--- config.mk ---
export PLATFORM = sky130hd
export DESIGN_NAME = load_store_unit
export DESIGN_NICKNAME = d
export VERILOG_FILES = /design/src/rtl/load_store_unit_pkg.sv /design/src/rtl/lsu_lane_align.sv /design/src/rtl/load_store_unit.sv
export SDC_FILE = /design/constraint.sdc
export NUM_CORES = 1
export LEC_CHECK = 0
export ABC_AREA = 1
export BUFFER_PORTS_ARGS = -buffer_cell sky130_fd_sc_hd__clkbuf_2
export CAP_MARGIN = 40
export CELL_PAD_IN_SITES_DETAIL_PLACEMENT = 0
export CELL_PAD_IN_SITES_GLOBAL_PLACEMENT = 2
export CORE_ASPECT_RATIO = 1.1
export CORE_MARGIN = 2
export CORE_UTILIZATION = 25
export CTS_BUF_LIST = sky130_fd_sc_hd__clkbuf_8
export DETAILED_ROUTE_END_ITERATION = 10
export GPL_TIMING_DRIVEN = 0
export PLACE_DENSITY = 0.85
export SYNTH_ARGS = -nofsm -noshare
export SYNTH_HDL_FRONTEND = slang
export SYNTH_SLANG_ARGS = --single-unit
--- constraint.sdc ---
create_clock -name clk -period 4 [get_ports clk]
set_input_delay 1 -clock clk [delete_from_list [all_inputs] [get_ports clk]]
set_output_delay 1 -clock clk [all_outputs]
set_load 0.05 [all_outputs]
--- src/rtl/load_store_unit_pkg.sv ---
// Shared definitions for the load/store unit: access modes, error codes, FSM states.
// Latency: none (definitions and pure functions only).
// Backpressure: not applicable.
package load_store_unit_pkg;

   localparam logic [2:0] MEM_MODE_BYTE       = 3'd0;
   localparam logic [2:0] MEM_MODE_BYTE_SIGN  = 3'd1;
   localparam logic [2:0] MEM_MODE_HWORD      = 3'd2;
   localparam logic [2:0] MEM_MODE_HWORD_SIGN = 3'd3;
   localparam logic [2:0] MEM_MODE_WORD       = 3'd4;
   localparam logic [2:0] MEM_MODE_DWORD      = 3'd5;

   localparam logic [1:0] LSU_ERR_OK       = 2'd0;
   localparam logic [1:0] LSU_ERR_MISALIGN = 2'd1;
   localparam logic [1:0] LSU_ERR_TIMEOUT  = 2'd2;
   localparam logic [1:0] LSU_ERR_ILLEGAL  = 2'd3;

   typedef enum logic [1:0] {
      LSU_IDLE = 2'd0,
      LSU_BUS  = 2'd1,
      LSU_RESP = 2'd2
   } lsu_state_e;

   // DWORD exists only on a 64-bit bus
   function automatic logic lsu_illegal(input logic [2:0] mode, input int data_w);
      return (data_w == 64) ? (mode >= 3'd6) : (mode >= 3'd5);
   endfunction

   // natural alignment check on the low address bits
   function automatic logic lsu_misaligned(input logic [2:0] mode, input logic [2:0] a);
      logic m;
      m = 1'b0;
      case (mode)
         MEM_MODE_HWORD, MEM_MODE_HWORD_SIGN: m = a[0];
         MEM_MODE_WORD:                       m = |a[1:0];
         MEM_MODE_DWORD:                      m = |a[2:0];
         default:                             m = 1'b0;
      endcase
      return m;
   endfunction

endpackage

--- src/rtl/lsu_lane_align.sv ---
// Byte-lane steering: enables, store data shift, load data extract and extend.
// Latency: combinational.
// Backpressure: none; outputs follow inputs.
module lsu_lane_align
   import load_store_unit_pkg::*;
#(
   parameter int DATA_W = 32,
   localparam int NB = DATA_W / 8,
   localparam int LSB = $clog2(DATA_W / 8)
) (
   input  logic [2:0]        mode_i,
   input  logic [LSB-1:0]    off_i,
   input  logic [DATA_W-1:0] wdata_i,
   input  logic [DATA_W-1:0] rdata_i,
   output logic [NB-1:0]     byteen_o,
   output logic [DATA_W-1:0] wdata_o,
   output logic [DATA_W-1:0] rdata_o
);

   logic [DATA_W-1:0] shifted;
   logic [DATA_W-1:0] mask;
   logic              sbit;

   // lane enables and store shift from the byte offset within the bus word
   always_comb begin
      byteen_o = '1;
      case (mode_i)
         MEM_MODE_BYTE, MEM_MODE_BYTE_SIGN:   byteen_o = NB'(1) << off_i;
         MEM_MODE_HWORD, MEM_MODE_HWORD_SIGN: byteen_o = NB'(3) << off_i;
         MEM_MODE_WORD:                       byteen_o = NB'(4'hF) << off_i;
         default:                             byteen_o = '1;
      endcase
      wdata_o = wdata_i << {off_i, 3'b000};
   end

   // right-justify load data, keep access width, fill upper bits with sign or zero
   always_comb begin
      shifted = rdata_i >> {off_i, 3'b000};
      mask    = '1;
      sbit    = 1'b0;
      case (mode_i)
         MEM_MODE_BYTE:       mask = DATA_W'(8'hFF);
         MEM_MODE_BYTE_SIGN:  begin mask = DATA_W'(8'hFF);   sbit = shifted[7];  end
         MEM_MODE_HWORD:      mask = DATA_W'(16'hFFFF);
         MEM_MODE_HWORD_SIGN: begin mask = DATA_W'(16'hFFFF); sbit = shifted[15]; end
         MEM_MODE_WORD:       begin
            mask = DATA_W'(32'hFFFF_FFFF);
            sbit = (DATA_W == 64) && shifted[31];
         end
         default:             mask = '1;
      endcase
      rdata_o = (shifted & mask) | ({DATA_W{sbit}} & ~mask);
   end

endmodule

--- src/rtl/load_store_unit.sv ---
// Load/store unit: one request at a time, lane alignment, misalign/illegal detect, bus timeout.
// Latency: accept -> rsp_valid is 2 cycles plus bus wait states; error paths 1 cycle.
// Backpressure: req_ready only in IDLE; response held stable in RESP until rsp_ready.
module load_store_unit
   import load_store_unit_pkg::*;
#(
   parameter int DATA_W  = 32,
   parameter int ADDR_W  = 32,
   parameter int TIMEOUT = 255,
   localparam int LSB = $clog2(DATA_W / 8)
) (
   input  logic                  clk,
   input  logic                  reset,
   input  logic                  req_valid,
   output logic                  req_ready,
   input  logic                  req_write,
   input  logic [2:0]            req_mode,
   input  logic [ADDR_W-1:0]     req_addr,
   input  logic [DATA_W-1:0]     req_wdata,
   input  logic [4:0]            req_dst,
   output logic                  rsp_valid,
   input  logic                  rsp_ready,
   output logic [DATA_W-1:0]     rsp_data,
   output logic [4:0]            rsp_dst,
   output logic [1:0]            rsp_err,
   output logic                  bus_req,
   output logic                  bus_we,
   output logic [ADDR_W-LSB-1:0] bus_addr,
   output logic [DATA_W/8-1:0]   bus_byteen,
   output logic [DATA_W-1:0]     bus_wdata,
   input  logic                  bus_ack,
   input  logic [DATA_W-1:0]     bus_rdata
);

   localparam int CW = (TIMEOUT > 0) ? $clog2(TIMEOUT + 1) : 1;

   lsu_state_e        state_q, state_d;
   logic              write_q, write_d;
   logic [2:0]        mode_q, mode_d;
   logic [ADDR_W-1:0] addr_q, addr_d;
   logic [DATA_W-1:0] wdata_q, wdata_d;
   logic [4:0]        dst_q, dst_d;
   logic [CW-1:0]     cnt_q, cnt_d;
   logic [DATA_W-1:0] rdata_q, rdata_d;
   logic [1:0]        err_q, err_d;

   logic [DATA_W/8-1:0] lane_be;
   logic [DATA_W-1:0]   lane_wdata;
   logic [DATA_W-1:0]   lane_rdata;

   lsu_lane_align #(.DATA_W(DATA_W)) u_align (
      .mode_i   (mode_q),
      .off_i    (addr_q[LSB-1:0]),
      .wdata_i  (wdata_q),
      .rdata_i  (bus_rdata),
      .byteen_o (lane_be),
      .wdata_o  (lane_wdata),
      .rdata_o  (lane_rdata)
   );

   // state, request latches, wait counter and response registers
   always_ff @(posedge clk or posedge reset) begin
      if (reset) begin
         state_q <= LSU_IDLE;
         write_q <= 1'b0;
         mode_q  <= '0;
         addr_q  <= '0;
         wdata_q <= '0;
         dst_q   <= '0;
         cnt_q   <= '0;
         rdata_q <= '0;
         err_q   <= LSU_ERR_OK;
      end else begin
         state_q <= state_d;
         write_q <= write_d;
         mode_q  <= mode_d;
         addr_q  <= addr_d;
         wdata_q <= wdata_d;
         dst_q   <= dst_d;
         cnt_q   <= cnt_d;
         rdata_q <= rdata_d;
         err_q   <= err_d;
      end
   end

   // next state: accept and classify in IDLE, wait for ack or timeout in BUS, hand off in RESP
   always_comb begin
      state_d = state_q;
      write_d = write_q;
      mode_d  = mode_q;
      addr_d  = addr_q;
      wdata_d = wdata_q;
      dst_d   = dst_q;
      cnt_d   = cnt_q;
      rdata_d = rdata_q;
      err_d   = err_q;
      case (state_q)
         LSU_IDLE: begin
            if (req_valid) begin
               write_d = req_write;
               mode_d  = req_mode;
               addr_d  = req_addr;
               wdata_d = req_wdata;
               dst_d   = req_dst;
               cnt_d   = '0;
               rdata_d = '0;
               if (lsu_illegal(req_mode, DATA_W)) begin
                  err_d   = LSU_ERR_ILLEGAL;
                  state_d = LSU_RESP;
               end else if (lsu_misaligned(req_mode, req_addr[2:0])) begin
                  err_d   = LSU_ERR_MISALIGN;
                  state_d = LSU_RESP;
               end else begin
                  err_d   = LSU_ERR_OK;
                  state_d = LSU_BUS;
               end
            end
         end
         LSU_BUS: begin
            // an ack in the final wait cycle still completes the access
            if (bus_ack) begin
               rdata_d = write_q ? '0 : lane_rdata;
               err_d   = LSU_ERR_OK;
               state_d = LSU_RESP;
            end else if ((TIMEOUT != 0) && (cnt_q == CW'(TIMEOUT - 1))) begin
               rdata_d = '0;
               err_d   = LSU_ERR_TIMEOUT;
               state_d = LSU_RESP;
            end else if (TIMEOUT != 0) begin
               cnt_d = cnt_q + CW'(1);
            end
         end
         LSU_RESP: begin
            if (rsp_ready) state_d = LSU_IDLE;
         end
         default: state_d = LSU_IDLE;
      endcase
   end

   // outputs decode straight from state so reset clears bus_req and rsp_valid immediately
   always_comb begin
      req_ready  = (state_q == LSU_IDLE);
      rsp_valid  = (state_q == LSU_RESP);
      rsp_data   = rdata_q;
      rsp_dst    = dst_q;
      rsp_err    = err_q;
      bus_req    = (state_q == LSU_BUS);
      bus_we     = bus_req & write_q;
      bus_addr   = addr_q[ADDR_W-1:LSB];
      bus_byteen = bus_req ? lane_be : '0;
      bus_wdata  = lane_wdata;
   end

endmodule

* Yosys cells after proc, flatten, opt, wreduce, memory -nomap -nowiden
Index checks and enable logic that the tools add are counted.
** Storage, ports and cells
- Register bits :: 117
- Input port bits :: 110
- Output and inout port bits :: 109
- Logic and storage cells :: 78
** Cells by class
- $add $sub $neg :: 1
- Order comparisons :: 1
- Eq/ne operators :: 16
- Shift-type cells :: 5
- Muxes and demuxes :: 29
- Bitwise gates (word level) :: 5
- Reduce and logical (&&, ||, !) cells :: 12
** Operator list (count)
- 32-bit two-way mux :: 4
- 32-bit one-hot mux with 2 select lines :: 2
- 32-bit AND :: 2
- 32-bit inverter :: 1
- 32-bit OR :: 1
- 32-bit by 5-bit left shift with 32-bit output :: 1
- 32-bit by 5-bit right shift with 32-bit output :: 1
- 8-bit two-way mux :: 3
- 2-bit two-way mux :: 9
- 8-bit one-hot mux with 2 select lines :: 1
- 3-bit by 2-bit equality test with 1-bit output, second input constant :: 4
- 4-bit one-hot mux with 3 select lines :: 1
- 3-bit equality test, second input constant :: 3
- 8-bit by 1-bit adder with 8-bit output, second input constant :: 1
- 8-bit equality test, second input constant :: 1
- 2-bit OR reduction :: 4
- 2-bit inequality test, second input constant :: 3
- 2-bit one-hot mux with 3 select lines :: 1
- 3-bit AND reduction :: 2
- 1-bit two-way mux :: 4
- 4-bit two-way mux :: 1
- 2-bit one-hot mux with 2 select lines :: 1
- 4-bit AND reduction :: 1
- 1-bit by 2-bit left shift with 4-bit output, first input constant :: 1
- 16 further kinds :: 16

* Longest topological paths before layout
- Word-level depth :: 10
- Depth in mapped cells :: 10
- Mapped depth without buffers :: 9

* Modules after synthesis
A second synthesis with hierarchy kept.
** Unflattened totals
- Cell total of the unflattened synthesis :: 861
- Area total of the unflattened synthesis :: 6372.4 um^2
** By module, submodules not included
- load_store_unit :: times used 1, cells an instance 588, area each 5096.1 um^2, seq. area each 2927.8 um^2
- lsu_lane_align :: times used 1, cells an instance 273, area each 1276.2 um^2, seq. area each 0.0 um^2

* Least setup slack after synthesis
No wires, ideal clock.
- Path type :: register -> output
- From :: reg addr_q[0]
- To :: out bus_wdata[16]
- Data arrival time :: 2.122 ns
- Required time :: 3.000 ns
- Path slack :: 0.878 ns
- Cell stages (with the launch flop) :: 6
- Path buffers :: 2
- Cells stage by stage :: dfrtp_1 -> inv_1 -> buf_2 -> buf_4 -> nand2_1 -> o21ai_0
** On the way
- Cells in the longest elaborated chain, start to end :: 1
** Ends and longest elaborated chain
- start: declaration :: RTL line load_store_unit.sv:40 : logic [ADDR_W-1:0] addr_q, addr_d;
- start signal: assignment :: RTL line load_store_unit.sv:77 : addr_q <= addr_d;
- 32-bit by 5-bit left shift with 32-bit output :: RTL line lsu_lane_align.sv:33 : wdata_o = wdata_i << {off_i, 3'b000};
- end: declaration :: RTL line load_store_unit.sv:30 : output logic [DATA_W-1:0] bus_wdata,
No other way between the ends.

* Worst setup path in the final report
- From :: reg addr_q[1]
- To :: out bus_byteen[2]
** On the way
- Cells in the longest elaborated chain, start to end :: 3
- Elaborated cells between the ends (all ways) :: 5
- Those cells by class :: shift: 3; mux: 2
** Ends and longest elaborated chain
- 4-bit by 2-bit left shift with 4-bit output, or another cell as far along :: RTL line lsu_lane_align.sv:30 : MEM_MODE_WORD: byteen_o = NB'(4'hF) << off_i;
- 4-bit one-hot mux with 3 select lines * :: RTL line lsu_lane_align.sv:27 : case (mode_i)
- 4-bit two-way mux * :: RTL line load_store_unit.sv:150 : bus_byteen = bus_req ? lane_be : '0;
- end: declaration :: RTL line load_store_unit.sv:29 : output logic [DATA_W/8-1:0] bus_byteen,
Mark *: on every way between the ends. The rest lies on a longest branch, timed or not.

==> impl_metrics.yaml <==
grt:
  grt_use_total: 0.1742
  grt_max_degree: 35
  grt_pass1_vias: 6353
  grt.overflow.total: 0
  antenna_found_initial: 1
  grt_pass1_wl_um: 35130
outcome:
  status: "completed"
setup_path:
  critPathMaxFanout: 10
  required_ps: 3000
  startpoint: "addr_q[1]$_DFFE_PP0P_"
  crit_arrival_ps: 2480
  endpoint_kind: "output pin"
  start_kind: "register"
  regToRegStartpoint: "state_q[0]$_DFFE_PP0P_"
  critPathKind: "register to output pin"
route:
  wire_per_inst_um: 15.71
  vias_per_cell: 4.400
  num_vias: 6221
  drtPass1Iterations: 4
  drt-initial-drc-count: 278
  drt_wl_total_um: 22220
  ant_nets: 0
  drc: 0
die:
  dieArea_um2: 26240
  io_pins: 219
  start_util: 0.2550
  die_w_um: 154.6
  die_y_um: 169.7
  core_area_um2: 24470
  rows: 60
yosys:
  ys_seq_elements: 117
  ys_top_cells_by_count: "nand2_1, dfrtp_1, o21ai_0, inv_1, nand3_1"
  syn_area_um2: 6240
  synth.avg_cell_area_um2: 7.332
  synth.largest_area_cell: "dfrtp_1"
  synth_top_area_share: 0.4692
  synth_seq_area_share: 0.4692
  synthTopCellsByArea: "dfrtp_1, nand2_1, o21ai_0, buf_4, nand3_1"
  synthArstFlopShare: 1.000
  synth-edff-count: 0
  synth_cells: 851
  synth_nets: 963
  ys_types: 31
  synth_most_common_cell: "nand2_1"
  synth_flop_cell: "dfrtp_1"
  yosysWarnings: 0
timing:
  rsz0062_at_grt: "no"
  setup_viol: 0
  min_period_ps: 3476
  skew_ps: 11.87
  hold_violations: 0
  slew_viol_final: 0
  max_freq_mhz: 287.7
  max_slew_margin: 0.4979
  worst_pin_slew_ps: 751.6
  fin_tns_setup_ps: 0
  min_period_over_period: 0.8691
final_layout:
  final_util: 0.3354
  antenna_cells: 0
  syn_to_final_growth_pct: 31.54
  fin_nets: 1203
  drive_gt1_frac: 0.2971
  final_cells: 1414
worst_hold_path:
  min_path_type: "register to register"
  hold_start: "rsp_err[0]$_DFFE_PP0P_"
clock_network:
  ctsResizeCount: 0
  tritoncts: "done"
  root_buffer: "clkbuf_8"
  htreeDepth: 4
  cts.sinks: 117
  cts_hold_buf: 0
  clk_pin_slew_ps: 70
  cts_buffer_depth: 2
  cts_buffers: 17
  post_cts_buffers: 0
  worstSkewPairLatency_ps: 430
power:
  p_leak_nw: 4.626
  vdd_drop_max_v: 0.0006888
  p_total_mw: 7.820
  p_per_area_nw_per_um2: 952.7
place:
  gp_congestion: 0.8233
  dp_cells: 1382
  hpwlAfterDp_um: 16880
  port-buffer-count: 218
job:
  maxCapViolCount: 0
layer usage:
layer	global-route usage	share of wire	vias to the layer above
met5	0	0.00072	-
met4	0.04469	0.014	2
met3	0.04086	0.055	20
met2	0.2923	0.48	187
met1	0.2264	0.45	2882
li1	-	-	3130
layout make-up:
cell class / count / area [µm²]
fillers: 2735 / 16270
flip-flops and latches: 117 / 2928
multi-input cells: 604 / 2606
repair buffers: 221 / 1151
plain buffers: 76 / 500.5
well taps: 310 / 387.9
clock buffers: 19 / 261.5
inverters: 54 / 209.0
clock inverters: 13 / 163.9
worst paths after layout:
kind | cells after the start | slack, ps | endpoint
max in group asynchronous | 4 | 2440 | rsp_data[22]$_DFFE_PP0P_
max | 5 | 520 | bus_byteen[2]
max reg2reg | 6 | 2270 | addr_q[1]$_DFFE_PP0P_
min | 2 | 480 | rsp_err[0]$_DFFE_PP0P_
min in group asynchronous | 2 | 680 | addr_q[3]$_DFFE_PP0P_
min reg2reg | 2 | 480 | rsp_err[0]$_DFFE_PP0P_
cell families after synthesis:
kind of cell    Yosys count  share of synthesized area
buf+inv                 130                     0.1131
xor+xnor                  1                   0.001404
flops                   117                     0.4692
fa+ha+maj                 2                   0.004010
simple gates            476                     0.3066
compound gates          125                     0.1057
report_power, final:
| group | internal [mW] | switching [mW] |
|---|---|---|
| Combinational | 1.20 | 3.57 |
| Clock | 0.701 | 0.516 |
| Sequential | 1.60 | 0.230 |
| Total | 3.50 | 4.32 |
state kept, by name (all words and copies together), names as in the netlist:
register  flops
addr_q       32
write_q       1
mode_q        3
rsp_data     32
wdata_q      32
rsp_dst       5
state_q       2
rsp_err       2
cnt_q         8
critical path, cell delays in order, from the launching register on:
cell and delay (ps):
dfrtp_1 320, buf_2 220, clkbuf_1 420, nand2_1 400, a31oi_1 370, clkbuf_2 330
layout by cell type (no fill, tap or decap), types with 2 or more instances in the layout:
cell	Yosys	final
clkinvlp_4	0	2
a21oi_1	23	23
inv_1	49	51
clkinv_2	0	5
nand3_1	49	49
buf_12	0	3
o21ai_0	80	80
nand4_1	2	2
clkbuf_8	0	19
clkbuf_2	0	218
inv_2	4	4
o21ai_1	7	7
ha_1	2	2
nand2_2	6	6
buf_4	44	44
buf_6	5	5
clkbuf_1	16	16
nand2_1	385	385
o22ai_1	3	3
dfrtp_1	117	117
buf_2	10	10
nor2_1	27	27
o211ai_1	8	8
nand3_2	2	2
bufinv_16	0	4
per-stage QoR:
stage	instance area [µm²]	setup WS (ps)	hold WS, ps
final	8208	523.7	479.9
after global routing	8208	312.9	498.4
after CTS	8208	480.1	485.2
after detailed placement	7782	954.5	466.4
after global placement	7722	579.9	460.0
after floorplan	6243	878.2	450.0
Power figures use the tool's default switching activity.
